==> config.mk <==
export PLATFORM = sky130hd
export DESIGN_NAME = ones_count_seq_flat
export DESIGN_NICKNAME = d
export VERILOG_FILES = /design/src/rtl/ones_count_seq_if.sv /design/src/rtl/ones_count_seq.sv /design/src/flat_wrapper.sv
export SDC_FILE = /design/constraint.sdc
export NUM_CORES = 1
export LEC_CHECK = 0
export ABC_AREA = 0
export ABC_CLOCK_PERIOD_IN_PS = 4850
export BUFFER_PORTS_ARGS = -buffer_cell sky130_fd_sc_hd__buf_2
export CAP_MARGIN = 20
export CORE_ASPECT_RATIO = 2
export CORE_UTILIZATION = 30
export DETAILED_ROUTE_END_ITERATION = 12
export GPL_ROUTABILITY_DRIVEN = 0
export PLACE_DENSITY = 0.53
export SLEW_MARGIN = 0
export SYNTH_ARGS = -nofsm -noshare
export SYNTH_HDL_FRONTEND = slang
export SYNTH_SLANG_ARGS = --single-unit
export TNS_END_PERCENT = 1
==> constraint.sdc <==
create_clock -name clk -period 4.85 [get_ports clk]
set_input_delay 1.2125 -clock clk [delete_from_list [all_inputs] [get_ports clk]]
set_output_delay 1.2125 -clock clk [all_outputs]
set_load 0.01 [all_outputs]
==> src/rtl/ones_count_seq_if.sv <==
`default_nettype none
// ============================================================================
// Module      : ones_count_seq_if
// Description : Word-in / result-out handshake bundle for ones_count_seq.
//               slave  - the counter block (accepts words, produces results)
//               master - the environment (word source + result consumer)
//               Input side : in_valid/in_ready, in_data, in_mode, in_last
//               Output side: out_valid/out_ready, out_count, out_majority,
//                            out_acc, out_acc_sat, out_last
// Revision    : 1.0 - initial release
// ============================================================================
interface ones_count_seq_if #(
    parameter int WIDTH = 15,
    parameter int ACC_W = 8
);
    localparam int CNT_W = $clog2(WIDTH + 1);

    logic             in_valid;
    logic             in_ready;
    logic [WIDTH-1:0] in_data;
    logic             in_mode;
    logic             in_last;
    logic             out_valid;
    logic             out_ready;
    logic [CNT_W-1:0] out_count;
    logic             out_majority;
    logic [ACC_W-1:0] out_acc;
    logic             out_acc_sat;
    logic             out_last;

    modport master (
        output in_valid, in_data, in_mode, in_last, out_ready,
        input  in_ready, out_valid, out_count, out_majority, out_acc,
               out_acc_sat, out_last
    );

    modport slave (
        input  in_valid, in_data, in_mode, in_last, out_ready,
        output in_ready, out_valid, out_count, out_majority, out_acc,
               out_acc_sat, out_last
    );
endinterface
`default_nettype wire

==> src/rtl/ones_count_seq.sv <==
`default_nettype none
// ============================================================================
// Module      : ones_count_seq
// Description : Sequential ones/zeros counter. Accepts one WIDTH-bit word per
//               handshake, scans it LANES bits per cycle (bit 0 first), then
//               presents the count, a majority flag and a saturating per-frame
//               running total until the consumer takes it.
// Ports       : clk   - rising-edge clock
//               rst_n - asynchronous active-low reset
//               bus   - ones_count_seq_if.slave (word input / result output)
// Revision    : 1.0 - initial release
// ============================================================================
module ones_count_seq #(
    parameter int WIDTH = 15,
    parameter int LANES = 4,
    parameter int ACC_W = 8
) (
    input  wire logic       clk,
    input  wire logic       rst_n,
    ones_count_seq_if.slave bus
);
    localparam int CNT_W = $clog2(WIDTH + 1);
    localparam int L_EFF = (LANES > WIDTH) ? WIDTH : LANES;
    localparam int C     = (WIDTH + L_EFF - 1) / L_EFF;
    localparam int PTR_W = $clog2(WIDTH + L_EFF + 1);
    localparam int SUM_W = ACC_W + 1;

    localparam logic [ACC_W-1:0] c_acc_max  = '1;
    localparam logic [CNT_W-1:0] c_half     = CNT_W'(WIDTH / 2);
    localparam logic [PTR_W-1:0] c_lanes    = PTR_W'(L_EFF);
    localparam logic [PTR_W-1:0] c_last_ptr = PTR_W'((C - 1) * L_EFF);

    localparam logic [1:0] c_idle = 2'd0;
    localparam logic [1:0] c_scan = 2'd1;
    localparam logic [1:0] c_hold = 2'd2;

    logic [1:0]       r_state;
    logic [1:0]       w_state_next;
    logic [WIDTH-1:0] r_word;
    logic             r_last_in;
    logic [PTR_W-1:0] r_ptr;
    logic [CNT_W-1:0] r_partial;
    logic [ACC_W-1:0] r_acc;
    logic             r_sat;
    logic [CNT_W-1:0] r_out_count;
    logic             r_out_maj;
    logic [ACC_W-1:0] r_out_acc;
    logic             r_out_sat;
    logic             r_out_last;

    logic [L_EFF-1:0] w_lane_bits;
    logic [CNT_W-1:0] w_lane_cnt;
    logic [CNT_W-1:0] w_partial_next;
    logic             w_last_step;
    logic [SUM_W-1:0] w_sum;
    logic             w_ovf;
    logic [ACC_W-1:0] w_acc_next;
    logic             w_sat_next;
    logic             w_in_ready;
    logic             w_out_valid;

    // The right shift zero-fills, so lane bits past the top of the word are
    // naturally masked on the final (possibly partial) lane.
    always_comb begin
        w_lane_bits = L_EFF'(r_word >> r_ptr);
        w_lane_cnt  = '0;
        for (int i = 0; i < L_EFF; i++) begin
            w_lane_cnt = w_lane_cnt + CNT_W'(w_lane_bits[i]);
        end
    end

    assign w_partial_next = r_partial + w_lane_cnt;
    assign w_last_step    = (r_ptr == c_last_ptr);
    assign w_sum          = {1'b0, r_acc} + SUM_W'(w_partial_next);
    assign w_ovf          = w_sum[ACC_W];
    assign w_acc_next     = w_ovf ? c_acc_max : w_sum[ACC_W-1:0];
    assign w_sat_next     = r_sat | w_ovf;

    // State register
    always_ff @(posedge clk or negedge rst_n) begin
        if (!rst_n) begin
            r_state <= c_idle;
        end else begin
            r_state <= w_state_next;
        end
    end

    // Next-state logic
    always_comb begin
        w_state_next = r_state;
        case (r_state)
            c_idle:  if (bus.in_valid)  w_state_next = c_scan;
            c_scan:  if (w_last_step)   w_state_next = c_hold;
            c_hold:  if (bus.out_ready) w_state_next = c_idle;
            default:                    w_state_next = c_idle;
        endcase
    end

    // Output decode
    always_comb begin
        w_in_ready  = 1'b0;
        w_out_valid = 1'b0;
        case (r_state)
            c_idle:  w_in_ready  = 1'b1;
            c_hold:  w_out_valid = 1'b1;
            default: ;
        endcase
    end

    // Datapath. The frame total (r_acc/r_sat) is kept apart from the visible
    // result registers so a frame-ending handshake can clear it while the
    // last result stays on the outputs until the next one is registered.
    always_ff @(posedge clk or negedge rst_n) begin
        if (!rst_n) begin
            r_word      <= '0;
            r_last_in   <= 1'b0;
            r_ptr       <= '0;
            r_partial   <= '0;
            r_acc       <= '0;
            r_sat       <= 1'b0;
            r_out_count <= '0;
            r_out_maj   <= 1'b0;
            r_out_acc   <= '0;
            r_out_sat   <= 1'b0;
            r_out_last  <= 1'b0;
        end else begin
            case (r_state)
                c_idle: begin
                    if (bus.in_valid) begin
                        // Zero counting is ones counting of the inverted word.
                        r_word    <= bus.in_mode ? ~bus.in_data : bus.in_data;
                        r_last_in <= bus.in_last;
                        r_ptr     <= '0;
                        r_partial <= '0;
                    end
                end
                c_scan: begin
                    r_ptr     <= r_ptr + c_lanes;
                    r_partial <= w_partial_next;
                    if (w_last_step) begin
                        r_out_count <= w_partial_next;
                        r_out_maj   <= (w_partial_next > c_half);
                        r_out_acc   <= w_acc_next;
                        r_out_sat   <= w_sat_next;
                        r_out_last  <= r_last_in;
                        r_acc       <= w_acc_next;
                        r_sat       <= w_sat_next;
                    end
                end
                c_hold: begin
                    if (bus.out_ready && r_out_last) begin
                        r_acc <= '0;
                        r_sat <= 1'b0;
                    end
                end
                default: ;
            endcase
        end
    end

    assign bus.in_ready     = w_in_ready;
    assign bus.out_valid    = w_out_valid;
    assign bus.out_count    = r_out_count;
    assign bus.out_majority = r_out_maj;
    assign bus.out_acc      = r_out_acc;
    assign bus.out_acc_sat  = r_out_sat;
    assign bus.out_last     = r_out_last;
endmodule
`default_nettype wire

==> src/flat_wrapper.sv <==
// flat-port wrapper written by rule: the top's interface ports become plain ports
module ones_count_seq_flat 
#(
    parameter int WIDTH = 15,
    parameter int LANES = 4,
    parameter int ACC_W = 8
)
  (clk, rst_n, bus_in_valid, bus_in_data, bus_in_mode, bus_in_last, bus_out_ready, bus_in_ready, bus_out_valid, bus_out_count, bus_out_majority, bus_out_acc, bus_out_acc_sat, bus_out_last);
  ones_count_seq_if #(.WIDTH(WIDTH), .ACC_W(ACC_W)) bus_i ();
  input  wire logic clk;
  input  wire logic rst_n;
  input wire logic [$bits(bus_i.in_valid)-1:0] bus_in_valid;
  input wire logic [$bits(bus_i.in_data)-1:0] bus_in_data;
  input wire logic [$bits(bus_i.in_mode)-1:0] bus_in_mode;
  input wire logic [$bits(bus_i.in_last)-1:0] bus_in_last;
  input wire logic [$bits(bus_i.out_ready)-1:0] bus_out_ready;
  output wire logic [$bits(bus_i.in_ready)-1:0] bus_in_ready;
  output wire logic [$bits(bus_i.out_valid)-1:0] bus_out_valid;
  output wire logic [$bits(bus_i.out_count)-1:0] bus_out_count;
  output wire logic [$bits(bus_i.out_majority)-1:0] bus_out_majority;
  output wire logic [$bits(bus_i.out_acc)-1:0] bus_out_acc;
  output wire logic [$bits(bus_i.out_acc_sat)-1:0] bus_out_acc_sat;
  output wire logic [$bits(bus_i.out_last)-1:0] bus_out_last;
  assign bus_i.in_valid = bus_in_valid;
  assign bus_i.in_data = bus_in_data;
  assign bus_i.in_mode = bus_in_mode;
  assign bus_i.in_last = bus_in_last;
  assign bus_i.out_ready = bus_out_ready;
  assign bus_in_ready = bus_i.in_ready;
  assign bus_out_valid = bus_i.out_valid;
  assign bus_out_count = bus_i.out_count;
  assign bus_out_majority = bus_i.out_majority;
  assign bus_out_acc = bus_i.out_acc;
  assign bus_out_acc_sat = bus_i.out_acc_sat;
  assign bus_out_last = bus_i.out_last;
  ones_count_seq #(.WIDTH(WIDTH), .LANES(LANES), .ACC_W(ACC_W)) u_core (.clk(clk), .rst_n(rst_n), .bus(bus_i));
endmodule
* After elaboration in Yosys (flattened, before gate mapping) *
Index checks and enable logic that the tools add are counted.

word-level totals
  logic and storage cells = 56
  input port bits = 21
  output and inout port bits = 17
  bits in registers = 51

operators by class
  $lt $le $gt $ge = 1
  bitwise gates (word level) = 2
  multiplexer cells = 18
  add/subtract/negate cells = 6
  equality and inequality tests = 7
  reduce and logical (&&, ||, !) cells = 9
  shift-type cells = 1

operators with widths
  cell                                                           number
  two-way mux 8 bit                                              3
  case mux 8 bit (2 select lines)                                1
  two-way mux 15 bit                                             1
  inverter 15 bit                                                1
  right shift 15 x 5 -> 4 bit                                    1
  case mux 5 bit (2 select lines)                                1
  adder 8 x 4 -> 9 bit                                           1
  adder 4 x 1 -> 4 bit                                           2
  case mux 4 bit (2 select lines)                                1
  two-way mux 2 bit                                              3
  case mux 2 bit (3 select lines)                                1
  AND reduction 2 bit                                            3
  AND reduction 3 bit                                            2
  adder 5 x 3 -> 5 bit, second input constant                    1
  equality test 5 x 4 -> 1 bit, second input constant            1
  two-way mux 5 bit                                              1
  adder 4 bit                                                    1
  greater-than comparator 4 x 3 -> 1 bit, second input constant  1
  two-way mux 1 bit                                              4
  two-way mux 4 bit                                              1
  != test 2 x 1 -> 1 bit, second input constant                  2
  != test 2 bit, second input constant                           2
  nonzero test 2 bit                                             2
  adder 1 x 1 -> 2 bit                                           1
  other kinds (6)                                                6

* Longest topological paths before layout *
  depth after elaboration = 9
  gate-level depth with buffers = 14
  mapped depth without buffers = 13

* Worst setup path before layout *
OpenSTA, ideal clock, no wires.

  kind = register to register
  start point = register u_core.r_ptr[2]
  end point = register u_core.r_out_acc[7] (netlist: u_core.bus.out_acc[7])
  buffers on the path = 1
  cell stages (with the launch flop) = 14
  period minus slack after synthesis = 4,064 ps
  library setup time = 74 ps
  data required time = 4,776 ps
  data arrival time = 3,990 ps
  setup slack = 786 ps
  cells stage by stage = dfrtp_1 -> buf_2 -> mux4_2 -> and2_1 -> ha_1 -> fa_1 -> ha_1 -> fa_1 -> inv_1 -> fa_1 -> and3b_4 -> o2111ai_4 -> a41o_1 -> o21ai_2

on the way
  cells in the longest elaborated chain, start to end = 7
  elaborated cells between the ends (all ways) = 9
  classes of those cells = add/sub: 5; eq/ne: 1; shift: 1; mux: 1; reduce/logical: 1

RTL lines
  what                           RTL line               text
  from (decl)                    ones_count_seq.sv:41   logic [PTR_W-1:0] r_ptr;
  from (signal assigned)         ones_count_seq.sv:138  r_ptr <= r_ptr + c_lanes;
  right shift 15 x 5 -> 4 bit *  ones_count_seq.sv:65   w_lane_bits = L_EFF'(r_word >> r_ptr);
  adder 1 x 1 -> 2 bit           ones_count_seq.sv:68   w_lane_cnt = w_lane_cnt + CNT_W'(w_lane_bits[i]);
  adder 4 x 1 -> 4 bit           ones_count_seq.sv:68
  adder 4 x 1 -> 4 bit *         ones_count_seq.sv:68
  adder 4 bit *                  ones_count_seq.sv:72   assign w_partial_next = r_partial + w_lane_cnt;
  net u_core.w_partial_next[1]   ones_count_seq.sv:53   logic [CNT_W-1:0] w_partial_next;
  adder 8 x 4 -> 9 bit *         ones_count_seq.sv:74   assign w_sum = {1'b0, r_acc} + SUM_W'(w_partial_next);
  two-way mux 8 bit *            ones_count_seq.sv:76   assign w_acc_next = w_ovf ? c_acc_max : w_sum[ACC_W-1:0];
  to (signal assigned)           ones_count_seq.sv:143  r_out_acc <= w_acc_next;
  to (decl)                      ones_count_seq.sv:47   logic [ACC_W-1:0] r_out_acc;

Mark *: on every way through the listed nets, which the timed path passes. The rest lies on a longest branch.
A chain may end at the register's enable or synchronous reset.

* Worst setup path in the final report *
  start point = register u_core.r_ptr[2]
  end point = register u_core.r_out_acc[4] (netlist: u_core.bus.out_acc[4])

The elaborated chain is that of the path after synthesis.

==> reports/metrics.yaml <==
die_h_um: 137
area_delta_synth_final_pct: 15.4
syn-num-nets: 308
worst-path-buf-inv: 1
drv_cap: 0
rrSetupSlack_ns: 0.47
worstRegToRegCells: 13
port-buffer-count: 37
synth-warning-count: 0
worst-endpoint-required_ns: 5.00
share_of_post_route_cells_with_drive_strength_above_1_pct: 21.2
slew_viol_final: 0
cp_common_cell: "ha_1"
number_of_vias_after_detailed_routing: 1982
dr.pass1.iters: 4
synth_edf_count: 0
wl_mm: 5.89
drt_iter0_drc: 81
cts_made_buffers: 5
combined_area_of_all_synthesized_cells_mm2: 0.00273
antenna_found_initial: 0
synth_adder_area_share_pct: 9.54
r2r_end: "u_core.bus.out_acc[4]"
synth_ff_type: "dfrtp_1"
hpwl_mm: 4.53
path_class: "flip-flop to flip-flop"
floorplan.die_area_mm2: 0.00950
postSynthRegisterBits: 49
timing.critical_path.arrival_ns: 4.53
hold_path_depth: 2
ctsRootBufferMaster: "clkbuf_16"
fin_setup_tns_ns: 0
hold-path-endpoint: "u_core.bus.out_acc[7]"
fp.coreArea_mm2: 0.00871
drt-vias-per-instance: 4.93
synth.yosys.seq_area_share_pct: 44.9
timing.hold.worst.start: "u_core.bus.out_acc[7]"
clk_path_buf_depth: 2
normalized_max_slew_margin_pct: 58.3
synth_top_family_by_area: "compound AO/OA/AOI/OAI gates"
syn_avg_cell_area_um2: 10.2
start_util_pct: 31.3
crit_slowest_cell: "dfrtp_1"
post_cts_resize_count: 0
via_count_of_the_first_global_routing_pass: 2041
finalWorstPathRequiredPeriod_ns: 4.38
synthTopCellsByArea: "dfrtp_1 (45%), ha_1 (7.3%), xnor2_1 (6.1%)"
placementRows: 48
cts.repair_timing.setup_buffer_count: 0
grt_max_degree: 50
grt_first_pass_wirelength_mm: 9.98
timing.hold.worst.class: "flip-flop to flip-flop"
ctsHoldBuffers: 0
max_stage_delay_ns: 0.53
cpLargestDelayFamily: "adder cells"
min_period_over_period_pct: 90.4
netlist.area_leader.share_pct: 44.9
final_hold_viol_count: 0
post_synth_xor_area_fraction_pct: 6.10
maxClockFrequency_ghz: 0.228
setup_viol: 0
path_cells: "mux4_2 > and2_1 > ha_1 > fa_1 > ha_1 > fa_1 > xnor2_1 > inv_1 > ha_1 > and3b_4 > or2_2 > o21ai_0 > o21ai_0"
unrepaired_setup_endpoints_after_global_routing: "false"
netlist_instances: 268
skew_ns: 0.00593
ys_types: 43
grtUsageTotal_pct: 13.6
grt.overflow.total: 0
clkLatencyLatePin_ns: 0.29
num_io_pins: 38
wire_per_inst_um: 14.6
synth_area_leader_cell: "dfrtp_1"
numClockSinks: 49
path_max_fanout: 9
finish.net_count: 341
crit_path_start_kind: "flip-flop"
synth_compound_area_share_pct: 15.7
drc: 0
worst-slew-pin-transition_ns: 0.626
route.antenna.remaining_nets: 0
cts.htree.levels: 2
timing.rr.start: "u_core.r_ptr[2]"
die_width_um: 69.4
tritoncts: "yes"
setup.worst_path.start: "u_core.r_ptr[2]"
cp-end-kind: "flip-flop"
num_antenna_cells: 0
synth-async-reset-ratio_pct: 100
cts.clk_slew.worst_paths_ns: 0.06
synth.area.mux_share_pct: 4.91
run_status: "completed"
synth_simple_gate_area_share_pct: 14.9
cell type report:
type | instances | area, µm²
inverters | 12 | 45.0
well taps | 100 | 125
clock buffers | 8 | 136
repair buffers | 39 | 220
flip-flops and latches | 49 | 1230
multi-input cells | 194 | 1400
fillers | 876 | 5560
cell usage in the layout, fill, tap and decap left out, drive strengths merged, types with 2 or more instances in the layout:
cell	count
o211ai	3
nand3	6
nand3b	4
fa	3
nand2b	2
mux2	5
inv	12
ha	16
dfrtp	49
buf	39
and2	8
mux4	3
nand2	30
o2111ai	2
xnor2	19
a21o	3
a31oi	6
nor2	23
clkbuf	8
o21ai	17
a22o	3
a21oi	27
registers in the layout, indices dropped and copies added, names as in the netlist:
register                 flops
u_core.r_last_in             1
u_core.bus.out_count         4
u_core.r_acc                 8
u_core.r_state               2
u_core.r_ptr                 3
u_core.bus.out_acc_sat       1
u_core.r_partial             4
u_core.bus.out_last          1
u_core.bus.out_majority      1
u_core.r_sat                 1
u_core.r_word               15
u_core.bus.out_acc           8
layer usage:
layer | global-route usage (%) | vias up | routed length [µm] | share of wire [%]
met1 | 13.8 | 936 | 2190 | 37
met5 | 0 | - | 0 | 0
met3 | 2.58 | 15 | 154 | 2.6
met2 | 26.2 | 41 | 3370 | 57
met4 | 6.92 | 0 | 170 | 2.9
li1 | - | 990 | - | -
cells in the mapped netlist, types with 3 or more instances:
library cell / number
inv_1: 12
a31oi_1: 6
a21o_1: 3
and2_1: 7
a22o_1: 3
nand3b_1: 4
nand3_1: 6
a21oi_1: 25
dfrtp_1: 49
o21ai_0: 15
mux4_2: 3
mux2_2: 5
clkbuf_1: 4
nor2_1: 23
xnor2_1: 19
fa_1: 3
nand2_1: 30
ha_1: 16
buf_2: 8
through the flow:
| stage | worst slack [ns] | area, µm² | util [%] | std cells | hold WS (ns) |
|---|---|---|---|---|---|
| finish | 0.467 | 3150 | 36.1 | 402 | 0.469 |
| global placement | 0.502 | 2980 | 34.3 | 393 | 0.451 |
| detailed placement | 0.400 | 2980 | 34.3 | 393 | 0.454 |
| global route | 0.176 | 3150 | 36.1 | 402 | 0.495 |
| CTS | 0.397 | 3120 | 35.8 | 401 | 0.474 |
| floorplan | 0.786 | 2730 | - | 268 | 0.435 |
cells by family after synthesis:
kind of cell / count (synthesis)
AOI/OAI and AO/OA: 66
buffers and inverters: 25
and+or+nand+nor: 81
xor gates and xnor gates: 19
adders and majority gates: 19
DFF: 49
muxes: 9
tightest hold or removal path: stages (launching register included):
cell,delay [ns]
dfrtp_1,0.34
nand2_1,0.06
o21ai_2,0.05
how the worst max path moves through the flow:
stage	to	cells past startpoint
2_1_floorplan	u_core.bus.out_acc[7]	13
3_3_place_gp	u_core.bus.out_acc[4]	13
3_5_place_dp	u_core.bus.out_acc[4]	13
4_1_cts	u_core.bus.out_acc[4]	13
5_1_grt	u_core.bus.out_acc[4]	13
6_report	u_core.bus.out_acc[4]	13
Power is left out: the tool's default activity adds up to more than one toggle a clock period on the data nets, which glitch-free logic cannot reach.
